`src/rtl/pcs_tx_frame_gen.sv`:
```
// Frame source for the pcs_tx client interface: start block, counting payload, term block and
// an idle gap, every block advancing only when pcs_tx signals ready.
module pcs_tx_frame_gen #(
   parameter int  IS_10G      = 1,
   parameter int  DATA_W      = 64,
   parameter int  LEN_W       = 16,
   parameter int  IPG_BLK     = 2,
   parameter int  CNT_W       = 32,
   localparam int KEEP_W      = DATA_W / 8,
   localparam int LANE0_CNT_N = (IS_10G != 0) ? 2 : 1
) (
   input  logic                   clk,
   input  logic                   nreset,
   input  logic                   ready_i,
   input  logic                   req_v_i,
   output logic                   req_rdy_o,
   input  logic [LEN_W-1:0]       req_len_i,
   input  logic [7:0]             req_seed_i,
   input  logic                   req_err_i,
   output logic                   ctrl_v_o,
   output logic                   idle_v_o,
   output logic [LANE0_CNT_N-1:0] start_v_o,
   output logic                   term_v_o,
   output logic                   err_v_o,
   output logic [KEEP_W-1:0]      keep_o,
   output logic [DATA_W-1:0]      data_o,
   output logic                   busy_o,
   output logic                   done_o,
   output logic [CNT_W-1:0]       frame_cnt_o,
   output logic [2:0]             dbg_state_o
);

   // Handshake: the registered block on the outputs is consumed at a posedge where ready_i=1,
   // and only then does the next block get loaded; a request is taken at such an edge while
   // req_rdy_o=1, req_v_i=1 and req_len_i!=0.

   localparam int IPG_W = $clog2(IPG_BLK + 1);
   localparam int REM_W = $clog2(KEEP_W);

   typedef enum logic [2:0] {ST_IDLE, ST_START, ST_DATA, ST_TERM, ST_IPG} state_e;

   state_e                 state_q, state_d;
   logic [LEN_W-1:0]       len_q, len_d;
   logic [7:0]             seed_q, seed_d;
   logic                   err_q, err_d;
   logic [LEN_W-1:0]       idx_q, idx_d;
   logic [IPG_W-1:0]       ipg_cnt_q, ipg_cnt_d;
   logic                   ctrl_v_q, ctrl_v_d;
   logic                   idle_v_q, idle_v_d;
   logic [LANE0_CNT_N-1:0] start_v_q, start_v_d;
   logic                   term_v_q, term_v_d;
   logic                   err_v_q, err_v_d;
   logic [KEEP_W-1:0]      keep_q, keep_d;
   logic [DATA_W-1:0]      data_q, data_d;
   logic                   done_q, done_d;
   logic [CNT_W-1:0]       frame_cnt_q, frame_cnt_d;

   logic                   full_fits;
   logic [REM_W-1:0]       rem;
   logic [KEEP_W-1:0]      term_keep;

   // Byte j of a block carries seed + byte offset + j, zero where keep is clear.
   function automatic logic [DATA_W-1:0] payload(input logic [7:0] seed,
                                                 input logic [7:0] off,
                                                 input logic [KEEP_W-1:0] keep);
      logic [DATA_W-1:0] d;
      logic [7:0]        base;
      d    = '0;
      base = seed + off;
      for (int j = 0; j < KEEP_W; j++) begin
         if (keep[j]) d[8*j +: 8] = base + 8'(j);
      end
      return d;
   endfunction

   assign full_fits = ({1'b0, idx_q} + (LEN_W+1)'(KEEP_W)) <= {1'b0, len_q};
   assign rem       = len_q[REM_W-1:0];
   assign term_keep = KEEP_W'((32'd1 << rem) - 32'd1);

   always_comb begin
      state_d     = state_q;
      len_d       = len_q;
      seed_d      = seed_q;
      err_d       = err_q;
      idx_d       = idx_q;
      ipg_cnt_d   = ipg_cnt_q;
      ctrl_v_d    = ctrl_v_q;
      idle_v_d    = idle_v_q;
      start_v_d   = start_v_q;
      term_v_d    = term_v_q;
      err_v_d     = err_v_q;
      keep_d      = keep_q;
      data_d      = data_q;
      frame_cnt_d = frame_cnt_q;
      done_d      = 1'b0;
      if (ready_i) begin
         ctrl_v_d  = 1'b1;
         idle_v_d  = 1'b1;
         start_v_d = '0;
         term_v_d  = 1'b0;
         err_v_d   = 1'b0;
         keep_d    = '0;
         data_d    = '0;
         case (state_q)
            ST_IDLE: begin
               if (req_v_i && (req_len_i != '0)) begin
                  len_d     = req_len_i;
                  seed_d    = req_seed_i;
                  err_d     = req_err_i;
                  idx_d     = '0;
                  state_d   = ST_START;
                  idle_v_d  = 1'b0;
                  start_v_d = LANE0_CNT_N'(1);
                  keep_d    = '1;
                  data_d    = 64'hD555_5555_5555_5555;
               end
            end
            // The start block shares the data path with idx_q still at zero.
            ST_START, ST_DATA: begin
               idle_v_d = 1'b0;
               if (full_fits) begin
                  ctrl_v_d = 1'b0;
                  keep_d   = '1;
                  data_d   = payload(seed_q, idx_q[7:0], '1);
                  idx_d    = idx_q + LEN_W'(KEEP_W);
                  state_d  = ST_DATA;
               end else begin
                  term_v_d = 1'b1;
                  err_v_d  = err_q;
                  keep_d   = term_keep;
                  data_d   = payload(seed_q, idx_q[7:0], term_keep);
                  state_d  = ST_TERM;
               end
            end
            // The last gap block is presented from IDLE so a held request makes the gap exact.
            ST_TERM: begin
               done_d      = 1'b1;
               frame_cnt_d = frame_cnt_q + 1'b1;
               ipg_cnt_d   = IPG_W'(1);
               state_d     = (IPG_BLK <= 1) ? ST_IDLE : ST_IPG;
            end
            ST_IPG: begin
               ipg_cnt_d = ipg_cnt_q + 1'b1;
               if (ipg_cnt_q >= IPG_W'(IPG_BLK - 1)) state_d = ST_IDLE;
            end
            default: state_d = ST_IDLE;
         endcase
      end
   end

   always_ff @(posedge clk or negedge nreset) begin
      if (!nreset) begin
         state_q     <= ST_IDLE;
         len_q       <= '0;
         seed_q      <= '0;
         err_q       <= 1'b0;
         idx_q       <= '0;
         ipg_cnt_q   <= '0;
         ctrl_v_q    <= 1'b1;
         idle_v_q    <= 1'b1;
         start_v_q   <= '0;
         term_v_q    <= 1'b0;
         err_v_q     <= 1'b0;
         keep_q      <= '0;
         data_q      <= '0;
         done_q      <= 1'b0;
         frame_cnt_q <= '0;
      end else begin
         state_q     <= state_d;
         len_q       <= len_d;
         seed_q      <= seed_d;
         err_q       <= err_d;
         idx_q       <= idx_d;
         ipg_cnt_q   <= ipg_cnt_d;
         ctrl_v_q    <= ctrl_v_d;
         idle_v_q    <= idle_v_d;
         start_v_q   <= start_v_d;
         term_v_q    <= term_v_d;
         err_v_q     <= err_v_d;
         keep_q      <= keep_d;
         data_q      <= data_d;
         done_q      <= done_d;
         frame_cnt_q <= frame_cnt_d;
      end
   end

   assign req_rdy_o   = (state_q == ST_IDLE);
   assign busy_o      = (state_q != ST_IDLE);
   assign ctrl_v_o    = ctrl_v_q;
   assign idle_v_o    = idle_v_q;
   assign start_v_o   = start_v_q;
   assign term_v_o    = term_v_q;
   assign err_v_o     = err_v_q;
   assign keep_o      = keep_q;
   assign data_o      = data_q;
   assign done_o      = done_q;
   assign frame_cnt_o = frame_cnt_q;
   assign dbg_state_o = state_q;

endmodule
```
`config.mk`:
```
export PLATFORM = sky130hd
export DESIGN_NAME = pcs_tx_frame_gen
export DESIGN_NICKNAME = d
export VERILOG_FILES = /design/src/rtl/pcs_tx_frame_gen.sv
export SDC_FILE = /design/constraint.sdc
export NUM_CORES = 1
export LEC_CHECK = 0
export CAP_MARGIN = 20
export CELL_PAD_IN_SITES_DETAIL_PLACEMENT = 0
export CELL_PAD_IN_SITES_GLOBAL_PLACEMENT = 1
export CORE_UTILIZATION = 41
export DETAILED_ROUTE_END_ITERATION = 12
export HOLD_SLACK_MARGIN = 0.1
export PLACE_DENSITY = 0.86
export SYNTH_ARGS = -nofsm -noshare
export SYNTH_HDL_FRONTEND = slang
export SYNTH_SLANG_ARGS = --single-unit
```
`constraint.sdc`:
```
create_clock -name clk -period 3.4 [get_ports clk]
set_input_delay 0.51 -clock clk [delete_from_list [all_inputs] [get_ports clk]]
set_output_delay 0.51 -clock clk [all_outputs]
set_load 0.005 [all_outputs]
```
# Yosys cells after proc, flatten, opt, wreduce, memory -nomap -nowiden
# Index checks and enable logic that the tools add are counted.
# classes
addsub	13
n_lt_le_gt_ge	2
eq_ne	7
shifts	1
n_mux	33
n_reduce_logical	12
# ops
op	n
$mux W64	2
$pmux W64 S2	1
$mux W8	10
$add A32 B1 Y32 const B	1
$add A8 B3 Y8 const B	4
$mux W16	2
$pmux W16 S2	1
$add A16 B4 Y17 const B	1
$le A17 B16 Y1	1
$add A16 B4 Y16 const B	1
$add A8 B2 Y8 const B	2
$pmux W8 S2	1
$reduce_bool A16 Y1	1
$pmux W3 S4	1
$mux W1	11
$add A8 B1 Y8 const B	1
$add A8 B8 Y8	1
$shl A1 B3 Y8 const A	1
$sub A8 B1 Y8 const B	1
$eq A3 B2 Y1 const B	2
$mux W3	2
$reduce_and A3 Y1	2
$ne A2 B2 Y1 const B	2
$pmux W2 S2	1
13 further kinds	15
# totals
ff_bits	157
in_bits	29
out_inout_bits	116
elab_cells	83

# Longest topological paths before layout
# depth
ltp_word	5
depth_mapped	13
ltp_nobuf	11

# Worst setup path before layout
# Ideal clock, no wire load.
# synth_path
kind	reg-to-reg
from	register idx_q[5]
to	register idx_q[9]
setup_time_ns	0.126
arrival_ns	2.808
required_ns	3.274
setup_slack_ns	0.466
path_stages_with_launch	14
path_buffers	3
synth_period_minus_slack_ns	2.934
path_cell_list	dfrtp_1 > buf_2 > nand4_1 > or2_2 > nor2_1 > xor2_1 > ha_1 > nand3_1 > nor3_1 > and4b_4 > buf_6 > o21ai_1 > buf_4 > a221o_1
# synth_via
elab_chain_cells	4
word_cells_on_any_way	7
cone_classes	2 x add/sub; 1 x order compare; 1 x eq/ne; 2 x mux; 1 x reduce/logical
# synth_rtl
element	line	rtl
start, declared	46	logic [LEN_W-1:0] idx_q, idx_d;
start signal, assigned	173	idx_q <= idx_d;
$add A16 B4 Y17	76	assign full_fits = ({1'b0, idx_q} + (LEN_W+1)'(KEEP_W)) <= {1'b0, len_q};
$le A17 B16 Y1	76	
$ne A2 B2 Y1 (no line)	n/a	
$reduce_and A4 Y1 (no line)	n/a	
# Several ways; a longest one is shown, not always the timed one. The select of a mux whose other input is x is not followed.
# A chain may end at the register's enable or synchronous reset.

# Final worst setup path
# layout_path
from	register idx_q[3]
to	register data_q[52] (netlist: data_o[52])
# layout_via
elab_chain_cells	5
word_cells_on_any_way	7
cone_classes	3 x add/sub; 1 x order compare; 3 x mux
# layout_rtl
element	line	rtl
parallel branches: the longest is 3 deep, another holds $add A16 B4 Y17	n/a	
$mux W64 (*)	121	if (full_fits) begin
$pmux W64 S2 (*)	104	case (state_q)
end signal, assigned	181	data_q <= data_d;
end, declared	54	logic [DATA_W-1:0] data_q, data_d;
# Mark *: on every way between the ends.

==> results.sh <==
export IMPL_outcome="complete, no violations"
export IMPL_rsz0062_at_grt="yes"
export IMPL_crit_path_end_kind="register"
export IMPL_async_reset_ff_frac=1.00
export IMPL_powerDensity_nw_per_um2=967
export IMPL_grt_start_max_net_pins=65
export IMPL_synth_xor_xnor_area_share=0.0953
export IMPL_setup_violations=0
export IMPL_synth_simple_area_share=0.139
export IMPL_syn_instance_count=759
export IMPL_post_route_period_util=0.969
export IMPL_path_class="register to register"
export IMPL_total_power_mw=9.90
export IMPL_hold_viol=0
export IMPL_synth_flop_cell="dfrtp_1"
export IMPL_syn_nets=818
export IMPL_dp_cells=1141
export IMPL_ant_nets=0
export IMPL_fin_area_um2=10200
export IMPL_max_freq_mhz=304
export IMPL_dieArea_um2=19800
export IMPL_diodes=0
export IMPL_dpl_hpwl_mm=15.1
export IMPL_layoutNonFillerInstCount=1173
export IMPL_max_slew_margin=0.565
export IMPL_fill_cells=1657
export IMPL_nets=959
export IMPL_cts_tree="done"
export IMPL_dieHeight_um=141
export IMPL_clk_pin_slew_ns=0.06
export IMPL_drt_pass1_iter_count=5
export IMPL_worst_setup_path_start_kind="register"
export IMPL_via_per_inst=5.35
export IMPL_holdWs_ns=0.0548
export IMPL_synth_distinct_cells=68
export IMPL_avgSynthCellArea_um2=10.4
export IMPL_rr_worst_depth=12
export IMPL_grt_pass1_vias=6213
export IMPL_antenna_found_initial=0
export IMPL_cts_made_buffers=17
export IMPL_synthAdderAreaFrac=0.0475
export IMPL_multiInputGateArea_um2=3760
export IMPL_insertion_delay_ns=0.43
export IMPL_clock_sinks=153
export IMPL_required_ns=3.69
export IMPL_ir_worst_vdd_v=0.000629
export IMPL_drv_cap=0
export IMPL_slew_viol_final=0
export IMPL_synthesis_area_um2=7910
export IMPL_fin_ws_ns=0.107
export IMPL_num_io_pins=145
export IMPL_rrSetupSlack_ns=0.11
export IMPL_synth_top_family_by_area="compound AO/OA/AOI/OAI gates"
export IMPL_syn2layout_area_growth_pct=29.5
export IMPL_drive_above_1_share=0.112
export IMPL_drt_iter0_markers=335
export IMPL_ff_latch_area_um2=3830
export IMPL_skew_ns=0.00987
export IMPL_hold_class="primary input to asynchronous set/reset pin"
export IMPL_cts_root_buf="clkbuf_16"
export IMPL_die_w_um=141
export IMPL_ys_seq_area_frac=0.484
export IMPL_synth_edff_count=0
export IMPL_place_ws_ns=0.105
export IMPL_r2r_start="idx_q[3]"
export IMPL_routedWlPerCell_um=18.0
export IMPL_gp_congestion=0.902
export IMPL_cp_max_fo=17
export IMPL_r2r_end="data_o[52]"
export IMPL_ys_warn_count=0
export IMPL_clk_path_buf_depth=2
export IMPL_worstMarginPinSlew_ns=0.652
export IMPL_fin_crit_ns=3.29
export IMPL_post_dp_cell_area_um2=9680
export IMPL_h_tree_depth=4
export IMPL_core_area_um2=18800
export IMPL_overflow=0
export IMPL_ys_ff_latch=153
export IMPL_synth_compound_area_frac=0.152
export IMPL_vias=6280
export IMPL_synth_area_mux_share=0.0411
export IMPL_grt_pass1_wl_mm=34.1
export IMPL_port_buffer_count=143
export IMPL_rows=50
export IMPL_drc=0
export IMPL_drt_total_wl_mm=21.1
export IMPL_grtUsageTotal=0.224
export IMPL_cp_arrival_ns=3.58
export IMPL_p_leak_nw=4.45
export IMPL_initial_core_util=0.420
-- cells by family after synthesis --
kind of cell	Yosys count
AND/OR/NAND/NOR	218
AO/OA/AOI/OAI	163
flip-flops	153
XOR/XNOR	86
buffers and inverters	79
adder cells (fa/ha/maj)	30
multiplexers	29
other	1
-- critical path, cell delays in order (launching register included) --
cell and delay, ns:
dfrtp_1 0.45, ha_2 0.27, and2_1 0.21, nand3_1 0.14
xnor2_1 0.17, ha_1 0.32, nand3_1 0.18, or3_1 0.44
nand3_1 0.13, o21ai_2 0.08, buf_12 0.17, a21oi_1 0.42
o21ai_0 0.17
-- metrics by stage --
step / util / setup TNS (ns)
6_report: 0.544 / 0
5_1_grt: 0.544 / -0.392
4_1_cts: 0.544 / 0
3_5_place_dp: 0.514 / 0
3_3_place_gp: 0.513 / 0
2_1_floorplan: - / 0
-- cell usage after synthesis, types with 11 or more instances --
| library cell | instances | area, um2 |
|---|---|---|
| a21oi_1 | 28 | 140 |
| a22oi_1 | 14 | 105 |
| and3_1 | 21 | 131 |
| clkbuf_1 | 33 | 124 |
| dfrtp_1 | 151 | 3780 |
| ha_1 | 30 | 375 |
| inv_1 | 34 | 128 |
| mux2_2 | 26 | 293 |
| nand2_1 | 75 | 282 |
| nand3_1 | 29 | 145 |
| nand4_1 | 13 | 81.3 |
| nor2_1 | 30 | 113 |
| nor3_1 | 11 | 55.1 |
| o21ai_0 | 20 | 100 |
| o2bb2ai_1 | 28 | 245 |
| o311ai_1 | 13 | 114 |
| xnor2_1 | 49 | 429 |
| xor2_1 | 37 | 324 |
-- state kept, by name, indices dropped and copies added (netlist names) --
signal,cells
data_o,64
frame_cnt_o,32
len_q,16
idx_q,13
keep_o,8
seed_q,8
dbg_state_o,3
ipg_cnt_q,2
ctrl_v_o,1
done_o,1
err_q,1
err_v_o,1
idle_v_o,1
start_v_o,1
term_v_o,1
-- worst max path at each step --
stage	from	end	slack, ns
final	idx_q[3]	data_o[52]	0.11
after global routing	idx_q[4]	data_o[6]	-0.05
after CTS	idx_q[5]	data_o[52]	0.09
after detailed placement	idx_q[5]	data_o[52]	0.11
after global placement	idx_q[5]	data_o[52]	0.16
after floorplan	idx_q[5]	idx_q[9]	0.47
-- what timing repair did --
action | CTS | global route
gates resized for setup | 0 | 3
hold buffers | 0 | 0
buffers inserted | 0 | 0
endpoints found under the setup margin | 0 | 25
-- area by class of cell --
cell class                      instances  share of cell area
Multi-Input combinational cell        527               0.367
Sequential cell                       153               0.374
Timing Repair Buffer                  167               0.160
Inverter                               34              0.0125
Clock buffer                           23              0.0457
Tap cell                              260              0.0318
Clock inverter                          9             0.00892
-- cells in the final DEF (no fill, tap or decap), drive strengths merged, types with 25 or more instances in the layout --
cell type / Yosys / final
dfrtp: 151 / 151
clkdlybuf4s50: 0 / 142
nand2: 75 / 75
xnor2: 49 / 49
xor2: 37 / 37
inv: 34 / 36
nor2: 31 / 31
ha: 30 / 30
a21oi: 30 / 30
nand3: 29 / 29
o2bb2ai: 28 / 28
mux2: 28 / 28
buf: 12 / 25
o21ai: 25 / 25
-- where the power goes --
part | internal (mW) | switching (mW) | leakage (nW)
clock network | 1.05 | 0.774 | 0.260
registers | 2.48 | 0.554 | 1.95
logic | 2.41 | 2.63 | 2.23
-- per-layer routing --
| layer | vias to the layer above | GRT usage | share of wire |
|---|---|---|---|
| li1 | 2977 | - | - |
| met1 | 3064 | 0.318 | 0.48 |
| met2 | 206 | 0.340 | 0.45 |
| met5 | - | 0 | 0 |
| met4 | 0 | 0.0847 | 0.020 |
| met3 | 33 | 0.0380 | 0.053 |
Power figures use the tool's default switching activity.
